==> src/rtl/mem_arbiter.sv <==
// rtl/mem_arbiter.sv - two-requester arbiter sharing one physical memory port
// Data port wins unless an instruction request has waited through MAX_D_BURST data grants.
module mem_arbiter #(
   parameter int MAX_D_BURST = 4
) (
   input  logic        clk,
   input  logic        reset,
   input  logic        inst_read,
   input  logic        inst_write,
   input  logic [1:0]  inst_wmask,
   input  logic [15:0] inst_addr,
   input  logic [15:0] inst_wdata,
   output logic [15:0] inst_rdata,
   output logic        inst_resp,
   input  logic        data_read,
   input  logic        data_write,
   input  logic [1:0]  data_wmask,
   input  logic [15:0] data_addr,
   input  logic [15:0] data_wdata,
   output logic [15:0] data_rdata,
   output logic        data_resp,
   output logic        pmem_read,
   output logic        pmem_write,
   output logic [1:0]  pmem_wmask,
   output logic [15:0] pmem_address,
   output logic [15:0] pmem_wdata,
   input  logic [15:0] pmem_rdata,
   input  logic        pmem_resp
);

   localparam logic [3:0] LP_MAX_D_BURST = 4'(MAX_D_BURST);

   typedef enum logic [1:0] {S_IDLE, S_SERVE_I, S_SERVE_D} state_t;

   state_t     r_state;
   logic [3:0] r_dcount;
   logic       w_inst_req;
   logic       w_data_req;
   logic       w_grant_d;
   logic [3:0] w_dcount_inc;

   assign w_inst_req   = inst_read | inst_write;
   assign w_data_req   = data_read | data_write;
   assign w_grant_d    = w_data_req & (~w_inst_req | (r_dcount < LP_MAX_D_BURST));
   assign w_dcount_inc = (r_dcount == 4'hF) ? 4'hF : r_dcount + 4'd1;

   always_ff @(posedge clk or posedge reset) begin
      if (reset) begin
         r_state      <= S_IDLE;
         r_dcount     <= 4'd0;
         pmem_read    <= 1'b0;
         pmem_write   <= 1'b0;
         pmem_wmask   <= 2'b00;
         pmem_address <= 16'h0000;
         pmem_wdata   <= 16'h0000;
      end else begin
         case (r_state)
            S_IDLE: begin
               if (w_grant_d) begin
                  r_state      <= S_SERVE_D;
                  r_dcount     <= w_inst_req ? w_dcount_inc : 4'd0;
                  pmem_write   <= data_write;
                  pmem_read    <= data_read & ~data_write;
                  pmem_wmask   <= data_wmask;
                  pmem_address <= data_addr;
                  pmem_wdata   <= data_wdata;
               end else if (w_inst_req) begin
                  r_state      <= S_SERVE_I;
                  r_dcount     <= 4'd0;
                  pmem_write   <= inst_write;
                  pmem_read    <= inst_read & ~inst_write;
                  pmem_wmask   <= inst_wmask;
                  pmem_address <= inst_addr;
                  pmem_wdata   <= inst_wdata;
               end
            end
            S_SERVE_I, S_SERVE_D: begin
               // address and write data are left in place after completion
               if (pmem_resp) begin
                  r_state    <= S_IDLE;
                  pmem_read  <= 1'b0;
                  pmem_write <= 1'b0;
                  pmem_wmask <= 2'b00;
               end
            end
            default: r_state <= S_IDLE;
         endcase
      end
   end

   assign inst_resp  = (r_state == S_SERVE_I) & pmem_resp;
   assign data_resp  = (r_state == S_SERVE_D) & pmem_resp;
   assign inst_rdata = pmem_rdata;
   assign data_rdata = pmem_rdata;

endmodule

==> config.mk <==
export PLATFORM = sky130hd
export DESIGN_NAME = mem_arbiter
export DESIGN_NICKNAME = d
export VERILOG_FILES = /design/src/rtl/mem_arbiter.sv
export SDC_FILE = /design/constraint.sdc
export NUM_CORES = 1
export LEC_CHECK = 0
export CAP_MARGIN = 20
export CELL_PAD_IN_SITES_DETAIL_PLACEMENT = 0
export CELL_PAD_IN_SITES_GLOBAL_PLACEMENT = 1
export CORE_UTILIZATION = 28
export CTS_CLUSTER_SIZE = 20
export DETAILED_ROUTE_END_ITERATION = 12
export PLACE_DENSITY = 0.95
export SLEW_MARGIN = 15
export SYNTH_ARGS = -nofsm -noshare
export SYNTH_HDL_FRONTEND = slang
export SYNTH_SLANG_ARGS = --single-unit
==> constraint.sdc <==
create_clock -name clk -period 2.9 [get_ports clk]
set_clock_uncertainty 0.1 [all_clocks]
set_input_delay 0.29 -clock clk [delete_from_list [all_inputs] [get_ports clk]]
set_output_delay 0.29 -clock clk [all_outputs]
set_load 0.01 [all_outputs]
==> results of run 1 <==
[through the flow]
step | cell area (sq um) | hold slack [ns] | power (mW) | util | cells
detailed placement | 3500 | 0.407 | 2.97 | 0.399 | 452
finish | 3640 | 0.412 | 3.52 | 0.416 | 460
floorplan | 2550 | 0.340 | 2.20 | - | 282
global placement | 3500 | 0.393 | 2.92 | 0.399 | 452
global route | 3640 | 0.446 | 3.79 | 0.416 | 460
CTS | 3640 | 0.426 | 3.56 | 0.416 | 460
[routing by layer]
layer	track usage	vias up	wire length, um
met5	0	-	0
met4	0.0464	0	100
met3	0.0446	19	732
met2	0.252	127	3400
met1	0.192	1118	2960
li1	-	1114	-
[critical path: stages]
cell and delay [ns]:
clkdlybuf4s50_1 0.59, o22ai_2 0.76, buf_4 0.35, a31oi_1 0.13
a21oi_2 0.16
[cell usage in the layout, fill, tap and decap left out, types with 2 or more instances in the layout]
master and count:
nand2_1 3, buf_4 5, a21oi_1 9, inv_1 6, a31oi_1 32, nor2b_1 2, a21oi_2 25, clkbuf_8 6
o32ai_1 2, clkdlybuf4s50_1 112, and2_1 3, nand3_1 2, nor2_1 36, bufinv_16 2, o221ai_1 2, or4_1 2
ha_1 4, o21ai_0 34, nand2b_1 3, a22o_1 3, dfrtp_1 42
[path summary, 6_finish.rpt]
path | start | to | slack, ns | depth (start not counted)
max reg2reg | r_state[0]$_DFFE_PP0P_ | r_state[1]$_DFFE_PP0P_ | 0.87 | 6
min reg2reg | pmem_wdata[10]$_DFFE_PP0P_ | pmem_wdata[10]$_DFFE_PP0P_ | 0.42 | 2
max | inst_write | pmem_wdata[11]$_DFFE_PP0P_ | 0.73 | 5
max in group asynchronous | reset | pmem_wdata[10]$_DFFE_PP0P_ | 1.73 | 2
min in group clk | pmem_wdata[10]$_DFFE_PP0P_ | pmem_wdata[10]$_DFFE_PP0P_ | 0.42 | 2
min | reset | pmem_address[12]$_DFFE_PP0P_ | 0.41 | 2
[logic make-up (layout without fill, tap and decap cells)]
logic type,after synthesis,after routing
AO/OA/AOI/OAI,115,115
adder cells (fa/ha/maj),4,4
buffers and inverters,63,133
flip-flops,42,42
AND/OR/NAND/NOR,58,58
[Yosys cell counts, types with 2 or more instances]
cell type	instances
dfrtp_1	42
a21oi_2	25
ha_1	4
buf_6	4
nand2_1	3
a21oi_1	9
o32ai_1	2
inv_1	7
buf_4	32
o22ai_1	2
a31oi_1	32
nand3_1	2
a22o_1	3
or4_1	2
o221ai_1	2
clkbuf_1	14
and2_1	3
nand2b_1	3
o21ai_0	34
nor2_1	37
nor2b_1	2
buf_2	6
[layout make-up]
cell class / count / area, sq um / share of cell area
Timing Repair Buffer: 118 / 1180 / 0.323
Multi-Input combinational cell: 177 / 1110 / 0.305
Sequential cell: 42 / 1050 / 0.288
Tap cell: 108 / 135 / 0.0371
Clock buffer: 6 / 82.6 / 0.0227
Clock inverter: 2 / 60.1 / 0.0165
Inverter: 7 / 26.3 / 0.00721
[power by group through the flow]
stage | combinational [mW] | clock (mW) | sequential [mW]
4_1_cts | 1.94 | 0.596 | 1.03
5_1_grt | 2.10 | 0.625 | 1.07
3_5_place_dp | 1.93 | 0 | 1.04
2_1_floorplan | 1.07 | 0 | 1.14
6_report | 1.92 | 0.576 | 1.03
3_3_place_gp | 1.89 | 0 | 1.03
[registers in the layout (all words and copies together) (netlist names)]
signal and flops:
pmem_wdata 16, pmem_read 1, pmem_address 16, r_state 2, pmem_write 1, r_dcount 4, pmem_wmask 2
==> results.yml, run 1 <==
outcome:
  status: "finished clean"
power_and_ir_drop:
  leakage_nw: 1.38
  switching_share: 0.373
  p_comb_frac: 0.545
  power.share.clock: 0.164
  sequentialPowerShare: 0.292
  power.density_nw_per_um2: 966
  intPower_mw: 2.21
  peakVddDrop_uv: 360
  power.switching_mw: 1.31
sta:
  worst_slew_pin_slew_ns: 0.896
  fmax_mhz: 462
  slew_violations: 0
  slew_headroom: 0.402
  fin_crit_sh: 0.747
  min_period_ns: 2.17
  final_hold_viol_count: 0
  layout_setup_ws_ns: 0.733
  setup_violations: 0
  rsz0062_at_grt: "no"
  setup_tns_ns: 0
placement:
  gp_congestion: 0.725
  dpl.hpwl_mm: 4.97
  portBuffers: 112
  pre_cts_slack_ns: 0.443
final_layout:
  fillers: 854
  final_nets: 446
  drive_gt1_frac: 0.125
  antenna_cells: 0
  syn2layout_area_growth_pct: 43.1
global_routing:
  grt_pass1_vias: 2437
  grt_pass1_wl_mm: 11.8
  grt_max_degree: 43
  grt_util_all_layers: 0.153
  overflow: 0
  grt_antenna_before_repair: 0
synth:
  synth-xor-area-share: 0
  synthCells: 282
  synth_warnings: 0
  synth-async-reset-ratio: 1.00
  synth_top_area_cell: "dfrtp_1"
  ys.flop_type: "dfrtp_1"
  synth_top_family_by_area: "compound AO/OA/AOI/OAI gates"
  yosysUniqueCellTypes: 34
  synth_top_area_frac: 0.413
  yosysSeqAreaShare: 0.413
  synth_compound_area_frac: 0.308
  synth_simple_gate_area_share: 0.105
  syn_area_sq_um: 2550
  synth_nets: 377
  synth_edf_count: 0
  muxShareOfSynthArea: 0
  syn_area_per_cell_sq_um: 9.03
  synthAdderAreaFrac: 0.0197
  ys_seq_elements: 42
  synth_area_leaders: "dfrtp_1 41%, buf_4 9.4%, a21oi_2 8.6%"
clocking:
  post_cts_buffers: 0
  clkSinkCount: 42
  cts_tree: "built"
  path_clk_slew_ns: 0.09
  cts_buffers: 5
  root_buffer: "clkbuf_8"
  cts-htree-levels: 2
  cts_resized: 0
  clockBufferDepth: 2
  clk_latency_ns: 0.29
  ctsHoldBuffers: 0
setup_path:
  worstSetupStartpointType: "input pin"
  critPathRequiredTime_ns: 3.02
  cp.arrival_ns: 2.28
  worst-path-max-fanout: 18
  critPathCaptureType: "flip-flop"
  crit_type: "input pin to flip-flop"
die:
  die_w_um: 97.4
  io_pins: 161
  start_util: 0.291
  core_area_sq_um: 8760
  core.rowCount: 34
  die_area_sq_um: 9480
  dieHeight_um: 97.4
drt:
  routed-via-count: 2378
  drtAntennaViolNets: 0
  post_drt_wl_per_cell_um: 15.6
  wirelength_mm: 7.19
  drc: 0
  firstDrtPassIters: 4
  vias_per_cell: 5.17
  drt-initial-drc-count: 112
hold_path:
  hold_path_class: "input pin to asynchronous set/reset pin"
job:
  maxCapViolations: 0
Power figures use the tool's default switching activity.
==> inputs of run 2 (changes only) <==
--- a/config.mk
+++ b/config.mk
@@ -8,10 +8,10 @@
 export CAP_MARGIN = 20
 export CELL_PAD_IN_SITES_DETAIL_PLACEMENT = 0
 export CELL_PAD_IN_SITES_GLOBAL_PLACEMENT = 1
-export CORE_UTILIZATION = 28
+export CORE_UTILIZATION = 26
 export CTS_CLUSTER_SIZE = 20
 export DETAILED_ROUTE_END_ITERATION = 12
-export PLACE_DENSITY = 0.95
+export PLACE_DENSITY = 0.91
 export SLEW_MARGIN = 15
 export SYNTH_ARGS = -nofsm -noshare
 export SYNTH_HDL_FRONTEND = slang
==> constraint.sdc (replaced) <==
create_clock -name clk -period 2 [get_ports clk]
set_clock_uncertainty 0.1 [all_clocks]
set_input_delay 0.2 -clock clk [delete_from_list [all_inputs] [get_ports clk]]
set_output_delay 0.2 -clock clk [all_outputs]
set_load 0.01 [all_outputs]
==> run 2 against run 1 <==
Net effect: clock power up 20%; critical path depth down 1; total power up 44%; cell count up 5.4%; final area up 2.2%; critical endpoint is now data_resp.
==> results.yml, run 2 (synthesized netlist as in run 1, its figures left out) <==
final_layout:
  antenna_cells: 0
  reg.largest.list: "pmem_address: 16 flops, pmem_wdata: 16 flops, r_dcount: 4 flops"
  finalNonFillerCells: 485
  finalCoreUtilization: 0.397
  syn2layout_area_growth_pct: 46.2
  drive_gt1_frac: 0.140
  most-common-layout-cells: "112 x clkdlybuf4s50_1, 42 x dfrtp_1, 36 x nor2_1"
  layout_commonest_cell: "clkdlybuf4s50_1"
  final_nets: 451
clocking:
  clk_latency_ns: 0.28
  root_buffer: "clkbuf_8"
  cts_tree: "built"
  cts-htree-levels: 2
  path_clk_slew_ns: 0.08
  clkSinkCount: 42
  cts_buffers: 5
  clockBufferDepth: 2
sta:
  rsz0062_at_grt: "no"
  min_period_ns: 1.88
  slew_headroom: 0.680
  setup_violations: 0
  slew_violations: 0
  fin_crit_sh: 0.938
  layout_setup_ws_ns: 0.124
  worst_slew_pin_slew_ns: 0.479
  fmax_mhz: 533
  final_hold_viol_count: 0
die:
  io_pins: 161
  core.rowCount: 35
  core_area_sq_um: 9370
  dieHeight_um: 101
  die_area_sq_um: 10200
  start_util: 0.272
  die_w_um: 101
setup_path:
  worst-path-max-fanout: 3
  cp-startpoint: "r_state[0]$_DFFE_PP0P_"
  cp.arrival_ns: 1.58
  critPathRequiredTime_ns: 1.70
  r2r-start: "r_state[0]$_DFFE_PP0P_"
  critPathCaptureType: "primary output"
  worstSetupStartpointType: "flip-flop"
  crit_type: "flip-flop to primary output"
drt:
  drt-initial-drc-count: 85
  routed-via-count: 2378
  firstDrtPassIters: 4
  wirelength_mm: 7.57
  drtAntennaViolNets: 0
  post_drt_wl_per_cell_um: 15.6
  drc: 0
  vias_per_cell: 4.90
placement:
  gp_congestion: 0.812
  portBuffers: 112
  dp.cells: 478
  pre_cts_slack_ns: -0.0703
  dpl.hpwl_mm: 5.44
hold_path:
  hold_path_class: "input pin to asynchronous set/reset pin"
power_and_ir_drop:
  peakVddDrop_uv: 426
  power.density_nw_per_um2: 1370
  power.total_mw: 5.09
  leakage_nw: 1.40
job:
  maxCapViolations: 0
global_routing:
  grt_pass1_vias: 2415
  grt_max_degree: 34
  grt_pass1_wl_mm: 11.8
  grt_antenna_before_repair: 0
  overflow: 0
  grt_util_all_layers: 0.148
outcome:
  status: "finished clean"
[run 2: changes by cell type in the layout (fill, tap and decap cells not counted)]
cell / delta
a211oi_1: -1
a211oi_2: +1
buf_12: +3
buf_4: +2
bufinv_16: -1
ha_1: -1
ha_2: +1
[run 2: report_power, final]
part	internal (mW)	switching [mW]	total [mW]	leakage (nW)
logic	1.50	1.42	2.91	0.855
clock network	0.400	0.292	0.692	0.0573
registers	1.26	0.220	1.48	0.493
total	3.16	1.93	5.09	1.40
[run 2: final cells by class]
cell class	count	area, sq um
flip-flops and latches	42	1050
fillers	943	5650
well taps	129	161
multi-input cells	177	1120
repair buffers	123	1250
clock buffers	6	82.6
inverters	7	26.3
clock inverters	1	30.0
[run 2: critical path, stage by stage (launching register included)]
cell	delay [ns]
dfrtp_1	0.39
inv_1	0.10
ha_1	0.16
and2_1	0.11
clkdlybuf4s50_1	0.52
[run 2: repair_timing]
item                       in CTS  in global routing
setup endpoints to repair       0                  2
hold endpoints to repair        0                  0
setup buffers                   0                  0
resized for setup               0                  2
hold buffers                    0                  0
[run 2: per-stage QoR]
step                      TNS [ns]  area (sq um)  hold slack (ns)
after global placement           0          3600            0.300
after floorplan                  0          2550            0.250
after CTS                        0          3710            0.161
after detailed placement   -0.0703          3600            0.300
final                            0          3720            0.156
after global routing             0          3720            0.194
[run 2: metal layers]
layer  share of wire  GRT usage  up-vias
met1            0.43      0.171     1141
li1                -          -     1127
met4           0.014     0.0524        0
met3           0.063     0.0298       14
met2            0.49      0.268       96
met5               0          0        -
[run 2: path summary, 6_finish.rpt]
check | depth (start not counted) | slack, ns | end
worst max-delay path | 4 | 0.12 | data_resp
worst min-delay path | 2 | 0.16 | pmem_address[13]$_DFFE_PP0P_
worst max register to register | 6 | 0.24 | r_state[1]$_DFFE_PP0P_
worst min register to register | 2 | 0.42 | pmem_address[14]$_DFFE_PP0P_
max in group asynchronous | 3 | 1.14 | pmem_address[10]$_DFFE_PP0P_
min in group clk | 0 | 0.30 | data_rdata[7]
==> inputs of run 3 (changes only) <==
--- a/config.mk
+++ b/config.mk
@@ -8,8 +8,9 @@
 export CAP_MARGIN = 20
 export CELL_PAD_IN_SITES_DETAIL_PLACEMENT = 0
 export CELL_PAD_IN_SITES_GLOBAL_PLACEMENT = 1
+export CORE_MARGIN = 2
 export CORE_UTILIZATION = 26
-export CTS_CLUSTER_SIZE = 20
+export CTS_CLUSTER_SIZE = 14
 export DETAILED_ROUTE_END_ITERATION = 12
 export PLACE_DENSITY = 0.91
 export SLEW_MARGIN = 15
==> constraint.sdc (replaced) <==
create_clock -name clk -period 2.06 [get_ports clk]
set_clock_uncertainty 0.1 [all_clocks]
set_input_delay 0.206 -clock clk [delete_from_list [all_inputs] [get_ports clk]]
set_output_delay 0.206 -clock clk [all_outputs]
set_load 0.01 [all_outputs]
==> run 3 against run 2 <==
Net effect: utilization fell by 1.1 points; first-iteration DRC count fell by 14%; flip-flop and latch count did not move; via count rose by 0.93%; hold slack got worse by 0.010 ns; critical path depth did not move; global-route usage fell by 0.78 points; largest cell class unchanged; highest routed layer unchanged.
==> results.yml, run 3 (synthesized netlist as in run 1, its figures left out) <==
placement:
  portBuffers: 112
  dpl.hpwl_mm: 5.44
  gp_congestion: 0.771
  post_dp_cell_area_sq_um: 3610
die:
  io_pins: 161
  die_area_sq_um: 10600
  start_util: 0.264
  die_w_um: 103
  dieHeight_um: 103
  core_area_sq_um: 9640
  core.rowCount: 36
drt:
  post_drt_wl_per_cell_um: 14.9
  wirelength_mm: 7.41
  routed-via-count: 2400
  vias_per_cell: 4.84
  drt-initial-drc-count: 73
  drtAntennaViolNets: 0
  firstDrtPassIters: 4
  drc: 0
final_layout:
  syn2layout_area_growth_pct: 46.1
  most-common-layout-cells: "112 x clkdlybuf4s50_1, 42 x dfrtp_1, 36 x nor2_1"
  final_nets: 457
  antenna_cells: 0
  reg.largest.list: "pmem_address: 16 flops, pmem_wdata: 16 flops, r_dcount: 4 flops"
  final_area_sq_um: 3720
  layout_commonest_cell: "clkdlybuf4s50_1"
  drive_gt1_frac: 0.146
setup_path:
  critPathRequiredTime_ns: 1.75
  critical_path_buf_inv_count: 2
  worstSetupStartpointType: "flip-flop"
  r2r-start: "r_state[1]$_DFFE_PP0P_"
  crit_type: "flip-flop to primary output"
  crit_family: "buffers and inverters"
  critPathCaptureType: "primary output"
  worst-path-max-fanout: 3
  cp-startpoint: "r_state[1]$_DFFE_PP0P_"
  cp.arrival_ns: 1.57
  path_cells: "inv_1 > ha_1 > and2_1 > clkdlybuf4s50_1"
  cpPeakStageDelay_ns: 0.54
  slowest_stage: "clkdlybuf4s50_1"
power_and_ir_drop:
  leakage_nw: 1.41
  peakVddDrop_uv: 458
  power.total_mw: 4.88
  power.density_nw_per_um2: 1310
sta:
  slew_violations: 0
  setup_violations: 0
  fmax_mhz: 533
  hold_slack_ns: 0.146
  fin_crit_sh: 0.911
  rsz0062_at_grt: "no"
  setup_tns_ns: 0
  worst_slew_pin_slew_ns: 0.512
  min_period_ns: 1.88
  final_hold_viol_count: 0
  slew_headroom: 0.659
clocking:
  path_clk_slew_ns: 0.08
  cts_resized: 0
  cts_tree: "built"
  clockBufferDepth: 2
  cts-htree-levels: 2
  clk_latency_ns: 0.29
  clkSinkCount: 42
  ctsHoldBuffers: 0
  post_cts_buffers: 0
  root_buffer: "clkbuf_8"
  cts_buffers: 5
global_routing:
  grt_antenna_before_repair: 0
  grt_util_all_layers: 0.140
  grtUsageMet3: 0.0366
  busiest_layer: "met2"
  grt_pass1_vias: 2476
  overflow: 0
  met1_usage: 0.173
  grt_max_degree: 24
  grt_pass1_wl_mm: 11.7
  met2_usage: 0.238
job:
  maxCapViolations: 0
outcome:
  status: "finished clean"
hold_path:
  hold_path_class: "input pin to asynchronous set/reset pin"
run 3: cell count changes in the layout (fill, tap and decap cells not counted):
cell	before	now
a211oi_1	0	1
clkbuf_1	0	2
ha_1	3	4
a211oi_2	1	0
ha_2	1	0
buf_12	4	1
buf_4	7	16
clkbuf_8	6	5
run 3: area by class of cell:
cell class,count,area [sq um]
repair buffers,129,1260
inverters,7,26.3
well taps,133,166
fillers,1022,5920
clock buffers,7,76.3
multi-input cells,177,1110
clock inverters,1,30.0
flip-flops and latches,42,1050
run 3: per-stage QoR:
step | worst slack [ns] | util | cells
CTS | 0.158 | 0.386 | 496
global route | 0.0865 | 0.386 | 496
finish | 0.184 | 0.386 | 496
floorplan | 0.293 | - | 282
global placement | 0.0576 | 0.375 | 488
detailed placement | 0.0221 | 0.375 | 488
run 3: power breakdown:
group	switching [mW]	internal (mW)
Sequential	0.212	1.22
Clock	0.286	0.363
Combinational	1.36	1.44
run 3: per-layer routing:
layer | wire, um | part of all wire | up-vias
li1 | - | - | 1139
met1 | 3100 | 0.42 | 1160
met2 | 3620 | 0.49 | 88
met3 | 587 | 0.079 | 13
met4 | 108 | 0.015 | 0
met5 | 0 | 0 | -
run 3: final timing paths:
path                                           endpoint  slack [ns]  depth (start not counted)
setup / recovery                              inst_resp        0.18                          4
hold / removal             pmem_address[15]$_DFFE_PP0P_        0.15                          2
min in group clk                         data_rdata[10]        0.31                          0
setup reg to reg                 r_state[1]$_DFFE_PP0P_        0.21                          6
hold reg to reg              pmem_wdata[13]$_DFFE_PP0P_        0.42                          2
max in group asynchronous     pmem_wmask[1]$_DFFE_PP0P_        1.22                          3
